===== src/rtl/wmark_pkg.sv =====
// Shared constants and FSM state type for the watermark image-buffer arbiter.
package wmark_pkg;
  localparam int unsigned IMG_DIM     = 64;
  localparam int unsigned IMG_SIZE    = IMG_DIM * IMG_DIM;
  localparam int unsigned IMG_ADDR_W  = $clog2(IMG_SIZE);
  localparam int unsigned PIX_W       = 12;
  localparam logic [11:0] CLEAR_COLOR = 12'hDDD;

  typedef enum logic [0:0] {
    ST_IDLE  = 1'b0,
    ST_CLEAR = 1'b1
  } wmark_state_e;
endpackage


===== src/rtl/wmark_buf_arbiter_if.sv =====
// Bundle of display, CPU, clear, RAM and statistics signals around the buffer arbiter.
interface wmark_buf_arbiter_if #(
  parameter int unsigned PIX_W  = wmark_pkg::PIX_W,
  parameter int unsigned ADDR_W = wmark_pkg::IMG_ADDR_W
);
  logic              disp_req;
  logic [ADDR_W-1:0] disp_addr;
  logic [PIX_W-1:0]  disp_data;
  logic              disp_valid;
  logic              cpu_req;
  logic [ADDR_W-1:0] cpu_addr;
  logic [PIX_W-1:0]  cpu_wdata;
  logic              cpu_ack;
  logic              clr_start;
  logic              clr_busy;
  logic              mem_en;
  logic              mem_we;
  logic [ADDR_W-1:0] mem_addr;
  logic [PIX_W-1:0]  mem_wdata;
  logic [PIX_W-1:0]  mem_rdata;
  logic [15:0]       stall_cnt;

  modport slave (
    input  disp_req, disp_addr, cpu_req, cpu_addr, cpu_wdata, clr_start, mem_rdata,
    output disp_data, disp_valid, cpu_ack, clr_busy, mem_en, mem_we, mem_addr, mem_wdata,
    output stall_cnt
  );

  modport master (
    output disp_req, disp_addr, cpu_req, cpu_addr, cpu_wdata, clr_start, mem_rdata,
    input  disp_data, disp_valid, cpu_ack, clr_busy, mem_en, mem_we, mem_addr, mem_wdata,
    input  stall_cnt
  );
endinterface


===== src/rtl/wmark_clear_seq.sv =====
// Clear address counter; wraps to 0 after the last pixel and flags that final write.
module wmark_clear_seq #(
  parameter int unsigned ADDR_W = wmark_pkg::IMG_ADDR_W,
  parameter int unsigned DEPTH  = wmark_pkg::IMG_SIZE
) (
  input  logic              i_clk,
  input  logic              i_rst_n,
  input  logic              i_start,
  input  logic              i_advance,
  output logic [ADDR_W-1:0] o_addr,
  output logic              o_done
);
  logic [ADDR_W-1:0] r_addr;

  assign o_addr = r_addr;
  assign o_done = (r_addr == ADDR_W'(DEPTH - 1));

  always_ff @(posedge i_clk or negedge i_rst_n) begin
    if (!i_rst_n) begin
      r_addr <= '0;
    end else if (i_start) begin
      r_addr <= '0;
    end else if (i_advance) begin
      r_addr <= o_done ? '0 : r_addr + 1'b1;
    end
  end
endmodule


===== src/rtl/wmark_buf_arbiter.sv =====
// Single-port image buffer arbiter: display read > clear write > CPU write.
// Optional CPU stall counter enabled by defining WMARK_BUF_STATS_EN.
module wmark_buf_arbiter #(
  parameter int unsigned      PIX_W       = wmark_pkg::PIX_W,
  parameter int unsigned      ADDR_W      = 12,
  parameter logic [PIX_W-1:0] CLEAR_COLOR = PIX_W'(wmark_pkg::CLEAR_COLOR)
) (
  input  logic               CLK,
  input  logic               RST_N,
  wmark_buf_arbiter_if.slave bus
);
  import wmark_pkg::*;

  wmark_state_e      r_state, w_next;
  logic              w_disp_gnt, w_clr_gnt, w_cpu_gnt, w_clr_start, w_clr_done;
  logic [ADDR_W-1:0] w_clr_addr;
  logic              r_rd_pend, r_disp_valid, r_cpu_ack;
  logic [PIX_W-1:0]  r_disp_data;

  wmark_clear_seq #(
    .ADDR_W (ADDR_W),
    .DEPTH  (IMG_SIZE)
  ) u_clear_seq (
    .i_clk     (CLK),
    .i_rst_n   (RST_N),
    .i_start   (w_clr_start),
    .i_advance (w_clr_gnt),
    .o_addr    (w_clr_addr),
    .o_done    (w_clr_done)
  );

  // Grants are forced off while RST_N is low so the RAM port stays quiet in reset.
  always_comb begin
    w_next      = r_state;
    w_disp_gnt  = 1'b0;
    w_clr_gnt   = 1'b0;
    w_cpu_gnt   = 1'b0;
    w_clr_start = 1'b0;
    if (RST_N) begin
      w_disp_gnt = bus.disp_req;
      case (r_state)
        ST_IDLE: begin
          if (bus.clr_start) begin
            w_next      = ST_CLEAR;
            w_clr_start = 1'b1;
          end else begin
            w_cpu_gnt = bus.cpu_req && !bus.disp_req && !r_cpu_ack;
          end
        end
        ST_CLEAR: begin
          w_clr_gnt = !bus.disp_req;
          if (w_clr_gnt && w_clr_done) w_next = ST_IDLE;
        end
        default: w_next = ST_IDLE;
      endcase
    end
  end

  always_comb begin
    bus.mem_en    = w_disp_gnt | w_clr_gnt | w_cpu_gnt;
    bus.mem_we    = w_clr_gnt | w_cpu_gnt;
    bus.mem_addr  = '0;
    bus.mem_wdata = '0;
    if (w_disp_gnt) begin
      bus.mem_addr = bus.disp_addr;
    end else if (w_clr_gnt) begin
      bus.mem_addr  = w_clr_addr;
      bus.mem_wdata = CLEAR_COLOR;
    end else if (w_cpu_gnt) begin
      bus.mem_addr  = bus.cpu_addr;
      bus.mem_wdata = bus.cpu_wdata;
    end
  end

  always_ff @(posedge CLK or negedge RST_N) begin
    if (!RST_N) begin
      r_state      <= ST_IDLE;
      r_rd_pend    <= 1'b0;
      r_disp_valid <= 1'b0;
      r_disp_data  <= '0;
      r_cpu_ack    <= 1'b0;
    end else begin
      r_state      <= w_next;
      r_rd_pend    <= w_disp_gnt;
      r_disp_valid <= r_rd_pend;
      if (r_rd_pend) r_disp_data <= bus.mem_rdata;
      r_cpu_ack    <= w_cpu_gnt;
    end
  end

  assign bus.disp_data  = r_disp_data;
  assign bus.disp_valid = r_disp_valid;
  assign bus.cpu_ack    = r_cpu_ack;
  assign bus.clr_busy   = (r_state == ST_CLEAR);

`ifdef WMARK_BUF_STATS_EN
  logic [15:0] r_stall_cnt;

  always_ff @(posedge CLK or negedge RST_N) begin
    if (!RST_N) begin
      r_stall_cnt <= '0;
    end else if (bus.cpu_req && !w_cpu_gnt && !r_cpu_ack && (r_stall_cnt != '1)) begin
      r_stall_cnt <= r_stall_cnt + 16'd1;
    end
  end

  assign bus.stall_cnt = r_stall_cnt;
`else
  assign bus.stall_cnt = '0;
`endif
endmodule

===== src/flat_wrapper.sv =====
// flat-port wrapper written by rule: the top's interface ports become plain ports
module wmark_buf_arbiter_flat import wmark_pkg::*;
#(
  parameter int unsigned      PIX_W       = wmark_pkg::PIX_W,
  parameter int unsigned      ADDR_W      = 12,
  parameter logic [PIX_W-1:0] CLEAR_COLOR = PIX_W'(wmark_pkg::CLEAR_COLOR)
)
  (CLK, RST_N, bus_disp_req, bus_disp_addr, bus_cpu_req, bus_cpu_addr, bus_cpu_wdata, bus_clr_start, bus_mem_rdata, bus_disp_data, bus_disp_valid, bus_cpu_ack, bus_clr_busy, bus_mem_en, bus_mem_we, bus_mem_addr, bus_mem_wdata, bus_stall_cnt);
  wmark_buf_arbiter_if #(.PIX_W(PIX_W), .ADDR_W(ADDR_W)) bus_i ();
  input  logic CLK;
  input  logic RST_N;
  input wire logic [$bits(bus_i.disp_req)-1:0] bus_disp_req;
  input wire logic [$bits(bus_i.disp_addr)-1:0] bus_disp_addr;
  input wire logic [$bits(bus_i.cpu_req)-1:0] bus_cpu_req;
  input wire logic [$bits(bus_i.cpu_addr)-1:0] bus_cpu_addr;
  input wire logic [$bits(bus_i.cpu_wdata)-1:0] bus_cpu_wdata;
  input wire logic [$bits(bus_i.clr_start)-1:0] bus_clr_start;
  input wire logic [$bits(bus_i.mem_rdata)-1:0] bus_mem_rdata;
  output wire logic [$bits(bus_i.disp_data)-1:0] bus_disp_data;
  output wire logic [$bits(bus_i.disp_valid)-1:0] bus_disp_valid;
  output wire logic [$bits(bus_i.cpu_ack)-1:0] bus_cpu_ack;
  output wire logic [$bits(bus_i.clr_busy)-1:0] bus_clr_busy;
  output wire logic [$bits(bus_i.mem_en)-1:0] bus_mem_en;
  output wire logic [$bits(bus_i.mem_we)-1:0] bus_mem_we;
  output wire logic [$bits(bus_i.mem_addr)-1:0] bus_mem_addr;
  output wire logic [$bits(bus_i.mem_wdata)-1:0] bus_mem_wdata;
  output wire logic [$bits(bus_i.stall_cnt)-1:0] bus_stall_cnt;
  assign bus_i.disp_req = bus_disp_req;
  assign bus_i.disp_addr = bus_disp_addr;
  assign bus_i.cpu_req = bus_cpu_req;
  assign bus_i.cpu_addr = bus_cpu_addr;
  assign bus_i.cpu_wdata = bus_cpu_wdata;
  assign bus_i.clr_start = bus_clr_start;
  assign bus_i.mem_rdata = bus_mem_rdata;
  assign bus_disp_data = bus_i.disp_data;
  assign bus_disp_valid = bus_i.disp_valid;
  assign bus_cpu_ack = bus_i.cpu_ack;
  assign bus_clr_busy = bus_i.clr_busy;
  assign bus_mem_en = bus_i.mem_en;
  assign bus_mem_we = bus_i.mem_we;
  assign bus_mem_addr = bus_i.mem_addr;
  assign bus_mem_wdata = bus_i.mem_wdata;
  assign bus_stall_cnt = bus_i.stall_cnt;
  wmark_buf_arbiter #(.PIX_W(PIX_W), .ADDR_W(ADDR_W), .CLEAR_COLOR(CLEAR_COLOR)) u_core (.CLK(CLK), .RST_N(RST_N), .bus(bus_i));
endmodule

===== config.mk =====
export PLATFORM = sky130hd
export DESIGN_NAME = wmark_buf_arbiter_flat
export DESIGN_NICKNAME = d
export VERILOG_FILES = /design/src/rtl/wmark_pkg.sv /design/src/rtl/wmark_buf_arbiter_if.sv /design/src/rtl/wmark_clear_seq.sv /design/src/rtl/wmark_buf_arbiter.sv /design/src/flat_wrapper.sv
export SDC_FILE = /design/constraint.sdc
export NUM_CORES = 1
export LEC_CHECK = 0
export CAP_MARGIN = 5
export CORE_ASPECT_RATIO = 1.5
export CORE_MARGIN = 5
export CORE_UTILIZATION = 39
export DETAILED_ROUTE_END_ITERATION = 10
export PLACE_DENSITY = 0.86
export SYNTH_ARGS = -nofsm -noshare
export SYNTH_HDL_FRONTEND = slang
export SYNTH_SLANG_ARGS = --single-unit

===== constraint.sdc =====
create_clock -name CLK -period 3.7 [get_ports CLK]
set_input_delay 0.37 -clock CLK [delete_from_list [all_inputs] [get_ports CLK]]
set_output_delay 0.37 -clock CLK [all_outputs]
set_load 0.005 [all_outputs]

==> results.cfg <==
[clock_tree]
htree_num_levels = 1
cts_max_path_buffers = 2
cts-root-buf = clkbuf_8
cts_made_buffers = 3
cts_tree = built
post_cts_resized = 0
cts_sinks = 28
clkTransAtPathRegs_ns = 0.08
worstSkewPairLatency_ns = 0.27
ctsHoldBuffers = 0
post_cts_buffers = 0

[sta]
worst_slew_pin_slew_ns = 0.792
drv_slew = 0
fin_setup_tns_ns = 0
rsz0062_at_grt = false
fmax_mhz = 319
hold_viol_final = 0
period_needed_ns = 3.13
relSlewSlack_pct = 47.1
setup_viol = 0
fin_worst_skew_ns = 0.00145
post-route-period-util_pct = 84.7

[cells_and_area]
final_common_cell = clkdlybuf4s50_1
drive_gt1_share_pct = 7.20
final_area_um2 = 2620
diodes = 0
final_util_pct = 61.7
synthToLayoutAreaGrowth_pct = 53.6
layout_common_cells = clkdlybuf4s50_1, dfrtp_1, nand2_1
nNetsFinal = 320
final_cells = 310

[critical_path]
worst-path-max-fanout = 37
startpoint_type = input pin
critPathBufInv = 4
worst_ep_required_time_ns = 3.33
reg2reg_from = u_core.bus.clr_busy
cp_top_family = buffers and inverters
cp_cell_sequence = clkdlybuf4s50_1, buf_4, and2_0, a222oi_1, inv_1, clkdlybuf4s50_1
worstPathArrival_ns = 2.76
slowest_delay_ns = 0.69
crit_path_top_delay_cell = and2_0
setup.worst_path.class = in2out
crit_top_cell = clkdlybuf4s50_1
startpoint = RST_N
cp-end-kind = output pin

[min_path]
min-delay-path-class = reg2reg
hp-start = u_core.bus.disp_data[0]

[die]
ioPinCount = 110
die_y_um = 91.0
die_w_um = 64.0
rows = 29
initial_core_util_pct = 40.2
core_um2 = 4250
dieArea_um2 = 5820

[power]
ir_drop_uv = 252
p_per_area_nw_per_um2 = 300
p_leak_nw = 1.18
power_w = 0.000786

[synthesis]
synth_seq_cells = 28
ys_warn_count = 0
ys_seq_area_share_pct = 41.1
syn_avg_cell_area_um2 = 9.58
synth_cell_types = 41
synth.cell_area_um2 = 1710
syn_inst = 178

[detailed_routing]
remaining_drc_errors = 0
vias = 1690
drt_first_iter_violations = 91
wl_per_cell_um = 16.7
first_pass_iters = 5
via_per_inst = 5.45
finalWirelength_mm = 5.16
ant_nets = 0

[grt]
grt_max_degree = 38
grt_pass1_wl_mm = 8.07
grt_overflow = 0
antenna_found_initial = 0
grtUsageTotal_pct = 17.0
grt_pass1_vias = 1750

[run]
cap_violations = 0

[placed_design]
dp_cells = 307
dpl.hpwl_mm = 4.02
io_buffers = 93
gp_congestion = 0.841
place_area_um2 = 2580

[status]
status = complete, no violations
[synth_stat cells]
cell type | number | area [µm²]
nand3_1 | 4 | 20.0
ha_1 | 1 | 12.5
o21ai_0 | 4 | 20.0
o21ai_2 | 1 | 8.76
buf_4 | 16 | 120
or3_1 | 3 | 18.8
a22o_1 | 1 | 8.76
nand2b_1 | 1 | 6.26
and4b_1 | 2 | 20.0
nand4_1 | 5 | 31.3
and2_0 | 1 | 6.26
and2b_1 | 1 | 7.51
and3b_1 | 1 | 8.76
a21oi_1 | 6 | 30.0
and2_1 | 4 | 25.0
conb_1 | 1 | 3.75
o311ai_1 | 2 | 17.5
mux2_2 | 12 | 135
dfrtp_1 | 28 | 701
buf_1 | 1 | 3.75
mux2i_1 | 1 | 10.0
and3_1 | 4 | 25.0
inv_1 | 12 | 45.0
o211ai_1 | 3 | 22.5
a41oi_1 | 1 | 8.76
nand3b_1 | 1 | 7.51
xor2_1 | 3 | 26.3
buf_2 | 3 | 15.0
xnor2_1 | 1 | 8.76
or4_1 | 1 | 7.51
and4_1 | 2 | 17.5
nor2b_4 | 1 | 13.8
a222oi_1 | 11 | 110
a221oi_1 | 1 | 8.76
clkbuf_1 | 4 | 15.0
nor2_1 | 4 | 15.0
nand2_1 | 24 | 90.1
buf_6 | 3 | 33.8
nor2b_1 | 1 | 6.26
a31oi_1 | 1 | 6.26
o31ai_1 | 1 | 7.51
[report_power, final]
group | internal (W) | total, W | leakage (nW) | switching (W)
registers | 0.000347 | 0.000393 | 0.349 | 0.0000467
clock network | 0.0000729 | 0.000157 | 0.0216 | 0.0000838
logic | 0.000156 | 0.000235 | 0.809 | 0.0000796
total | 0.000575 | 0.000786 | 1.18 | 0.000210
[layer usage]
metal	global-route usage, %	wire length, µm
met4	6.07	109
met5	0	0
met3	5.43	581
met2	28.9	2490
met1	19.6	1980
[final timing paths]
path / slack (ns) / cells after the start / to
worst max-delay path: 0.57 / 6 / bus_mem_addr[10]
worst min-delay path: 0.51 / 1 / u_core.bus.disp_data[0]
worst max register to register: 1.77 / 4 / u_core.u_clear_seq.o_addr[9]
worst min register to register: 0.51 / 1 / u_core.bus.disp_data[0]
max in group asynchronous: 2.85 / 2 / u_core.bus.disp_data[1]
min in group asynchronous: 0.55 / 2 / u_core.bus.disp_valid
[worst register-to-register path: cells and delay by family, from the launching register on]
family          cells  cell delay, ns
flops               1            0.55
simple gates        2            0.61
compound gates      2            0.65
[area by class of cell]
class,instances,area (µm²)
multi-input combinational,126,828
fill,348,1630
tap,46,57.6
sequential,28,701
inverter,12,45.0
timing repair buffer,95,946
clock buffer,3,41.3
[state kept, by name (all words and copies together) (netlist names)]
name                       cells
u_core.bus.cpu_ack             1
u_core.u_clear_seq.o_addr     12
u_core.bus.clr_busy            1
u_core.bus.disp_valid          1
u_core.r_rd_pend               1
u_core.bus.disp_data          12
[per-stage QoR]
step / hold slack, ns / setup WS (ns)
6_report: 0.509 / 0.567
5_1_grt: 0.540 / 0.378
4_1_cts: 0.515 / 0.551
3_5_place_dp: 0.495 / 0.548
3_3_place_gp: 0.490 / 0.600
2_1_floorplan: 0.0744 / 1.89
[cell families (layout without fill, tap and decap cells)]
group / count (synthesis) / count (layout) / share of synthesized area (%)
AO/OA/AOI/OAI: 32 / 32 / 14.6
XOR/XNOR: 4 / 4 / 2.05
adder cells (fa/ha/maj): 1 / 1 / 0.734
buffers and inverters: 39 / 110 / 13.6
flip-flops: 28 / 28 / 41.1
multiplexers: 13 / 13 / 8.51
other: 1 / 16 / 0.220
AND/OR/NAND/NOR: 60 / 60 / 19.1
(Power assumes the default switching activity.)
